File: config.mk
export PLATFORM = sky130hd
export DESIGN_NAME = multi_cycle_controller_flat
export DESIGN_NICKNAME = d
export VERILOG_FILES = /design/src/rtl/multi_cycle_controller_if.sv /design/src/rtl/multi_cycle_controller.sv /design/src/flat_wrapper.sv
export SDC_FILE = /design/constraint.sdc
export NUM_CORES = 1
export LEC_CHECK = 0
export BUFFER_PORTS_ARGS = -buffer_cell sky130_fd_sc_hd__buf_2
export CORE_MARGIN = 1.5
export CORE_UTILIZATION = 49
export CTS_CLUSTER_SIZE = 8
export DETAILED_ROUTE_END_ITERATION = 12
export PLACE_DENSITY = 0.8
export SYNTH_ARGS = -nofsm -noshare
export SYNTH_HDL_FRONTEND = slang
export SYNTH_SLANG_ARGS = --single-unit
File: constraint.sdc
create_clock -name clk -period 1.8 [get_ports clk]
set_input_delay 0.09 -clock clk [delete_from_list [all_inputs] [get_ports clk]]
set_output_delay 0.09 -clock clk [all_outputs]
set_load 0.01 [all_outputs]
File: src/rtl/multi_cycle_controller_if.sv
// Handshake and control bundle between the multi-cycle controller and its datapath/memories.
interface multi_cycle_controller_if;
  logic [31:0] Instr;
  logic        BrTaken;
  logic        imem_ready;
  logic        dmem_ready;
  logic        imem_req;
  logic        dmem_req;
  logic        dmem_we;
  logic [2:0]  ImmSel;
  logic        IRWrite;
  logic        PCWrite;
  logic [1:0]  PCSel;
  logic        RegWrite;
  logic [1:0]  WBSel;
  logic        trap;
  logic [1:0]  trap_cause;

  // The controller issues memory requests and datapath strobes.
  modport master (
    input  Instr, BrTaken, imem_ready, dmem_ready,
    output imem_req, dmem_req, dmem_we, ImmSel, IRWrite, PCWrite,
           PCSel, RegWrite, WBSel, trap, trap_cause
  );

  // The datapath/memory side answers the controller.
  modport slave (
    output Instr, BrTaken, imem_ready, dmem_ready,
    input  imem_req, dmem_req, dmem_we, ImmSel, IRWrite, PCWrite,
           PCSel, RegWrite, WBSel, trap, trap_cause
  );
endinterface

File: src/rtl/multi_cycle_controller.sv
// Multi-cycle RV32I control FSM: FETCH/DECODE/EXEC/MEM/WB with handshake timeouts and a sticky TRAP.
module multi_cycle_controller #(
  parameter int MEM_TIMEOUT = 255
) (
  input  logic                      clk,
  input  logic                      rst_n,
  multi_cycle_controller_if.master  ctrl
);

  localparam int CW = (MEM_TIMEOUT < 2) ? 1 : $clog2(MEM_TIMEOUT + 1);
  localparam logic [CW-1:0] TIMEOUT = CW'(MEM_TIMEOUT);

  typedef enum logic [2:0] {
    S_FETCH, S_DECODE, S_EXEC, S_MEM, S_WB, S_TRAP
  } state_t;

  typedef enum logic [2:0] {
    C_ALU, C_LOAD, C_STORE, C_BRANCH, C_JAL, C_JALR, C_FENCE
  } opClass_t;

  state_t        r_state;
  state_t        w_nextState;
  opClass_t      r_class;
  opClass_t      w_decClass;
  logic [2:0]    r_immSel;
  logic [2:0]    w_decImm;
  logic          w_decLegal;
  logic [CW-1:0] r_waitCnt;
  logic [1:0]    r_trapCause;
  logic [1:0]    w_nextCause;
  logic          w_waiting;
  logic          w_timeout;
  logic          w_unusedInstr;

  assign w_unusedInstr = ^ctrl.Instr[31:7];

  // Opcode decoder: instruction class and immediate format for the current IR.
  always_comb begin
    w_decLegal = 1'b1;
    w_decClass = C_ALU;
    w_decImm   = 3'b111;
    case (ctrl.Instr[6:0])
      7'b0000011: begin w_decClass = C_LOAD;   w_decImm = 3'b000; end
      7'b0010011: begin w_decClass = C_ALU;    w_decImm = 3'b000; end
      7'b1100111: begin w_decClass = C_JALR;   w_decImm = 3'b000; end
      7'b0100011: begin w_decClass = C_STORE;  w_decImm = 3'b001; end
      7'b1100011: begin w_decClass = C_BRANCH; w_decImm = 3'b010; end
      7'b1101111: begin w_decClass = C_JAL;    w_decImm = 3'b011; end
      7'b0110111,
      7'b0010111: begin w_decClass = C_ALU;    w_decImm = 3'b100; end
      7'b0110011: begin w_decClass = C_ALU;    w_decImm = 3'b111; end
      7'b0001111: begin w_decClass = C_FENCE;  w_decImm = 3'b111; end
      default:    w_decLegal = 1'b0;
    endcase
  end

  assign w_waiting = ((r_state == S_FETCH) && !ctrl.imem_ready) ||
                     ((r_state == S_MEM)   && !ctrl.dmem_ready);
  assign w_timeout = w_waiting && (r_waitCnt == TIMEOUT);

  // Wait counter: counts stalled handshake cycles, zero whenever no handshake is stalled.
  always_ff @(posedge clk or negedge rst_n) begin
    if (!rst_n) begin
      r_waitCnt <= '0;
    end else if (w_waiting && !w_timeout) begin
      r_waitCnt <= r_waitCnt + CW'(1);
    end else begin
      r_waitCnt <= '0;
    end
  end

  // State, latched instruction class, ImmSel and trap cause registers.
  always_ff @(posedge clk or negedge rst_n) begin
    if (!rst_n) begin
      r_state     <= S_FETCH;
      r_class     <= C_ALU;
      r_immSel    <= 3'b000;
      r_trapCause <= 2'b00;
    end else begin
      r_state     <= w_nextState;
      r_trapCause <= w_nextCause;
      if ((r_state == S_DECODE) && w_decLegal) begin
        r_class  <= w_decClass;
        r_immSel <= w_decImm;
      end
    end
  end

  // Next-state and strobe logic; everything stays quiet while reset is held.
  always_comb begin
    w_nextState   = r_state;
    w_nextCause   = r_trapCause;
    ctrl.imem_req = 1'b0;
    ctrl.dmem_req = 1'b0;
    ctrl.dmem_we  = 1'b0;
    ctrl.IRWrite  = 1'b0;
    ctrl.PCWrite  = 1'b0;
    ctrl.PCSel    = 2'b00;
    ctrl.RegWrite = 1'b0;
    ctrl.WBSel    = 2'b00;
    if (rst_n) begin
      case (r_state)
        S_FETCH: begin
          ctrl.imem_req = 1'b1;
          if (ctrl.imem_ready) begin
            ctrl.IRWrite = 1'b1;
            w_nextState  = S_DECODE;
          end else if (w_timeout) begin
            w_nextState = S_TRAP;
            w_nextCause = 2'b10;
          end
        end
        S_DECODE: begin
          if (w_decLegal) begin
            w_nextState = S_EXEC;
          end else begin
            w_nextState = S_TRAP;
            w_nextCause = 2'b01;
          end
        end
        S_EXEC: begin
          case (r_class)
            C_BRANCH: begin
              ctrl.PCWrite = 1'b1;
              ctrl.PCSel   = ctrl.BrTaken ? 2'b01 : 2'b00;
              w_nextState  = S_FETCH;
            end
            C_FENCE: begin
              ctrl.PCWrite = 1'b1;
              w_nextState  = S_FETCH;
            end
            C_LOAD, C_STORE: w_nextState = S_MEM;
            default:         w_nextState = S_WB;
          endcase
        end
        S_MEM: begin
          ctrl.dmem_req = 1'b1;
          ctrl.dmem_we  = (r_class == C_STORE);
          if (ctrl.dmem_ready) begin
            if (r_class == C_STORE) begin
              ctrl.PCWrite = 1'b1;
              w_nextState  = S_FETCH;
            end else begin
              w_nextState = S_WB;
            end
          end else if (w_timeout) begin
            w_nextState = S_TRAP;
            w_nextCause = 2'b11;
          end
        end
        S_WB: begin
          ctrl.RegWrite = 1'b1;
          ctrl.PCWrite  = 1'b1;
          case (r_class)
            C_LOAD: ctrl.WBSel = 2'b01;
            C_JAL: begin
              ctrl.WBSel = 2'b10;
              ctrl.PCSel = 2'b01;
            end
            C_JALR: begin
              ctrl.WBSel = 2'b10;
              ctrl.PCSel = 2'b10;
            end
            default: ctrl.WBSel = 2'b00;
          endcase
          w_nextState = S_FETCH;
        end
        S_TRAP:  w_nextState = S_TRAP;
        default: w_nextState = S_FETCH;
      endcase
    end
  end

  assign ctrl.ImmSel     = r_immSel;
  assign ctrl.trap       = (r_state == S_TRAP);
  assign ctrl.trap_cause = r_trapCause;

endmodule

File: src/flat_wrapper.sv
// flat-port wrapper written by rule: the top's interface ports become plain ports
module multi_cycle_controller_flat 
#(
  parameter int MEM_TIMEOUT = 255
)
  (clk, rst_n, ctrl_Instr, ctrl_BrTaken, ctrl_imem_ready, ctrl_dmem_ready, ctrl_imem_req, ctrl_dmem_req, ctrl_dmem_we, ctrl_ImmSel, ctrl_IRWrite, ctrl_PCWrite, ctrl_PCSel, ctrl_RegWrite, ctrl_WBSel, ctrl_trap, ctrl_trap_cause);
  multi_cycle_controller_if ctrl_i ();
  input  logic clk;
  input  logic rst_n;
  input wire logic [$bits(ctrl_i.Instr)-1:0] ctrl_Instr;
  input wire logic [$bits(ctrl_i.BrTaken)-1:0] ctrl_BrTaken;
  input wire logic [$bits(ctrl_i.imem_ready)-1:0] ctrl_imem_ready;
  input wire logic [$bits(ctrl_i.dmem_ready)-1:0] ctrl_dmem_ready;
  output wire logic [$bits(ctrl_i.imem_req)-1:0] ctrl_imem_req;
  output wire logic [$bits(ctrl_i.dmem_req)-1:0] ctrl_dmem_req;
  output wire logic [$bits(ctrl_i.dmem_we)-1:0] ctrl_dmem_we;
  output wire logic [$bits(ctrl_i.ImmSel)-1:0] ctrl_ImmSel;
  output wire logic [$bits(ctrl_i.IRWrite)-1:0] ctrl_IRWrite;
  output wire logic [$bits(ctrl_i.PCWrite)-1:0] ctrl_PCWrite;
  output wire logic [$bits(ctrl_i.PCSel)-1:0] ctrl_PCSel;
  output wire logic [$bits(ctrl_i.RegWrite)-1:0] ctrl_RegWrite;
  output wire logic [$bits(ctrl_i.WBSel)-1:0] ctrl_WBSel;
  output wire logic [$bits(ctrl_i.trap)-1:0] ctrl_trap;
  output wire logic [$bits(ctrl_i.trap_cause)-1:0] ctrl_trap_cause;
  assign ctrl_i.Instr = ctrl_Instr;
  assign ctrl_i.BrTaken = ctrl_BrTaken;
  assign ctrl_i.imem_ready = ctrl_imem_ready;
  assign ctrl_i.dmem_ready = ctrl_dmem_ready;
  assign ctrl_imem_req = ctrl_i.imem_req;
  assign ctrl_dmem_req = ctrl_i.dmem_req;
  assign ctrl_dmem_we = ctrl_i.dmem_we;
  assign ctrl_ImmSel = ctrl_i.ImmSel;
  assign ctrl_IRWrite = ctrl_i.IRWrite;
  assign ctrl_PCWrite = ctrl_i.PCWrite;
  assign ctrl_PCSel = ctrl_i.PCSel;
  assign ctrl_RegWrite = ctrl_i.RegWrite;
  assign ctrl_WBSel = ctrl_i.WBSel;
  assign ctrl_trap = ctrl_i.trap;
  assign ctrl_trap_cause = ctrl_i.trap_cause;
  multi_cycle_controller #(.MEM_TIMEOUT(MEM_TIMEOUT)) u_core (.clk(clk), .rst_n(rst_n), .ctrl(ctrl_i));
endmodule
==> results.tsv <==
stage	metric	value	unit
global_route	largest net degree at the start of global routing	14	
place	HPWL after detailed placement	2510	µm
hold_path	Hold WC Path Type	in2reg	
timing	worst setup margin	-0.0871	ns
timing	slew margin rel.	63.7	%
setup_path	crit-path max FO	5	
global_route	grt met2 use	37.3	%
synthesis	Synthesized Nets	202	
global_route	gr busiest metal	met2	
setup_path	Worst Path Required	1.71	ns
clock_tree	CTS root buf	clkbuf_4	
timing	hold_ws	0.115	ns
place	routability-driven placement congestion ratio	0.893	
synthesis	Yosys top cell area share	34.3	%
pwr	peak supply drop	0.714	mV
flow_run	Max-Cap Viols	0	
pwr	PD cells	929	mW/mm²
status	status	finished, violations left	
finish	area grow syn2layout	27.6	%
place	dpl ws	0.0424	ns
synthesis	post-synth cell types	48	
synthesis	Post-synth EDFFs	0	
synthesis	Synth Instances	164	
routing	Avg WL per Cell	14.6	µm
global_route	GRT Total Usage	22.0	%
routing	number of nets with antenna violations after routing	0	
finish	diode count	0	
setup_path	Levels on crit path	6	
clock_tree	TritonCTS clock tree	yes	
pwr	combinational power share	51.5	%
die	IO Pins	53	
timing	fin crit share	105	%
setup_path	Crit. Startpoint	u_core.r_state[1]$_DFFE_PN0P_	
routing	Vias/cell	5.90	
routing	Post-Route WL	3510	µm
timing	fin. max-slew vios	0	
die	chip height	56.2	µm
synthesis	cell taking the most area after synthesis	dfrtp_1	
pwr	Clock Power Share	13.0	%
pwr	Sw Share	41.1	%
clock_tree	TritonCTS buffer count	3	
clock_tree	H-tree Lvls	1	
setup_path	CP Capture Type	output port	
global_route	initial antenna violation count	0	
clock_tree	clk_lat worst skew	0.29	ns
setup_path	Crit-path slowest cell	dfrtp_1	
setup_path	Worst Path Buf+Inv	3	
global_route	vias in the first global route	1307	
setup_path	WP data arrival	1.80	ns
pwr	cell-internal power	0.000968	W
synthesis	Syn Area/Cell	8.45	µm²
routing	drt pass-1 iters	4	
pwr	Switch Pwr	0.000676	W
die	initial core utilization	51.2	%
timing	post-layout min period	1.89	ns
routing	via count	1423	
synthesis	Post-synth ARST share	100	%
pwr	Reg power frac	35.5	%
setup_path	startpoint types	register	
finish	layout net count	249	
clock_tree	CTS sink cnt	19	
global_route	total gr overflow	0	
die	# rows	19	
setup_path	RR Endpoint	u_core.r_state[1]$_DFFE_PN0P_	
synthesis	Post-synth top flop	dfrtp_1	
setup_path	worst r2r path cells	6	
place	port bufs	27	
synthesis	synth top area cells	dfrtp_1, nor2_1, nand2_1	
routing	Starting DRT DRC Count	70	
global_route	met3 usage	3.72	%
timing	clk_skew	0.00193	ns
setup_path	Worst Path Class, Setup	reg2out	
routing	DR DRC count	0	
pwr	Pleak	0.814	nW
clock_tree	clock-pin slew on the worst setup and hold paths	0.11	ns
die	Die Wd	56.2	µm
synthesis	Seq/Total Area, Yosys	34.3	%
timing	fmax	530	MHz
synthesis	Synth Warn #	0	
global_route	grt met1 use	29.0	%
setup_path	CP cell instances	buf_4, buf_4, nor2_2, nand3_2, nor4_1, buf_2	
setup_path	CP delay by family, top	simple AND/OR/NAND/NOR gates	
setup_path	Largest stage delay, worst path	0.41	ns
timing	setup violators final	2	
synthesis	flops & latches, synth	19	
status	failing checks	negative setup slack	
synthesis	Cell Area, Synth	0.00139	mm²
setup_path	worst reg2reg path startpoint	u_core.r_state[1]$_DFFE_PN0P_	
global_route	first-pass GRT wire length	5620	µm
setup_path	CP Capture Point	ctrl_WBSel[0]	
die	DIE AREA	0.00316	mm²
clock_tree	CTS max path bufs	2	
timing	Worst Max-Slew Pin Slew	0.545	ns
die	core area	0.00271	mm²
setup_path	flop2flop setup slack	-0.02	ns
hold_path	Hold Crit Start	ctrl_Instr[4]	
finish	layout cells sized above 1	35.7	%
timing	final hold vios	0	
setup_path	CP most frequent cell	buf_4	
## power groups by stage
stage | Combinational, W | Clock [W] | Sequential (W)
2_1_floorplan | 0.000430 | 0 | 0.000600
3_3_place_gp | 0.000731 | 0 | 0.000593
3_5_place_dp | 0.000743 | 0 | 0.000598
4_1_cts | 0.000776 | 0.000225 | 0.000580
5_1_grt | 0.000927 | 0.000243 | 0.000594
6_report | 0.000846 | 0.000214 | 0.000584
## through the flow
stage / power (W) / cells / TNS (ns) / instance area, µm² / utilization, %
detailed placement: 0.00134 / 231 / 0 / 1650 / 60.8
finish: 0.00164 / 241 / -0.108 / 1770 / 65.3
global route: 0.00176 / 241 / -0.481 / 1770 / 65.3
global placement: 0.00132 / 231 / 0 / 1650 / 60.8
floorplan: 0.00103 / 164 / 0 / 1390 / -
CTS: 0.00158 / 238 / 0 / 1710 / 63.0
## metal layers
layer	wire [µm]	up-vias
met5	0	-
met4	35	0
met3	185	4
met2	1780	51
met1	1520	678
li1	-	690
## layout by cell type (no fill, tap or decap), drive strengths merged, types with 5 or more instances in the layout
master,instances
nand2,15
nor4,5
dfrtp,19
xor2,6
o21ai,10
nor3,7
nand3,8
nor2b,5
nor2,18
inv,10
a21oi,7
buf,49
and3,5
## cells by family (layout without fill, tap and decap cells)
kind of cell	after synthesis	in the layout	share of synthesized area [%]
compound gates	41	41	24.4
buf+inv	18	64	5.51
fa+ha+maj	1	1	0.902
simple gates	76	76	29.2
xor+xnor	9	9	5.69
flops	19	19	34.3
## Yosys cell counts (2+ instances only)
master     count
nor2_1        18
nor3_1         7
nand3_1        8
a21boi_0       2
or4_1          2
and3_1         5
o221ai_1       3
nor2b_1        5
a211oi_1       2
o31ai_1        2
inv_1         10
a21o_1         2
xor2_1         6
xnor2_1        3
nand2_1       15
nand2b_1       2
and4_1         2
a21oi_1        6
o21ai_0        4
clkbuf_1       6
dfrtp_1       19
o21ai_2        5
nor4_1         4
a2bb2oi_1      2
## worst min path at each step
stage,cells past startpoint,end
finish,2,u_core.r_class[1]$_DFFE_PN0P_
global route,2,u_core.r_class[1]$_DFFE_PN0P_
CTS,2,u_core.r_class[1]$_DFFE_PN0P_
detailed placement,1,u_core.r_state[0]$_DFFE_PN0P_
global placement,1,u_core.r_state[0]$_DFFE_PN0P_
floorplan,0,u_core.ctrl.ImmSel[0]$_DFFE_PN0P_
## layout make-up
cell class,count,area [µm²]
Clock inverter,1,5.00
Fill cell,234,941
Multi-Input combinational cell,127,871
Clock buffer,3,22.5
Inverter,10,37.5
Tap cell,31,38.8
Timing Repair Buffer,50,314
Sequential cell,19,480
## state kept, by name, indices dropped and copies added (netlist names)
signal and flops:
u_core.ctrl.ImmSel 3, u_core.ctrl.trap_cause 2, u_core.r_class 3, u_core.r_state 3
u_core.r_waitCnt 8
## timing repair
item	CTS	global route
buffers inserted	2	3
gates resized for setup	1	12
pin swaps	0	3
endpoints found under the setup margin	1	6
hold buffers	1	0
endpoints found under the hold margin	19	0
No activity file was read; power rests on OpenSTA's default activity.
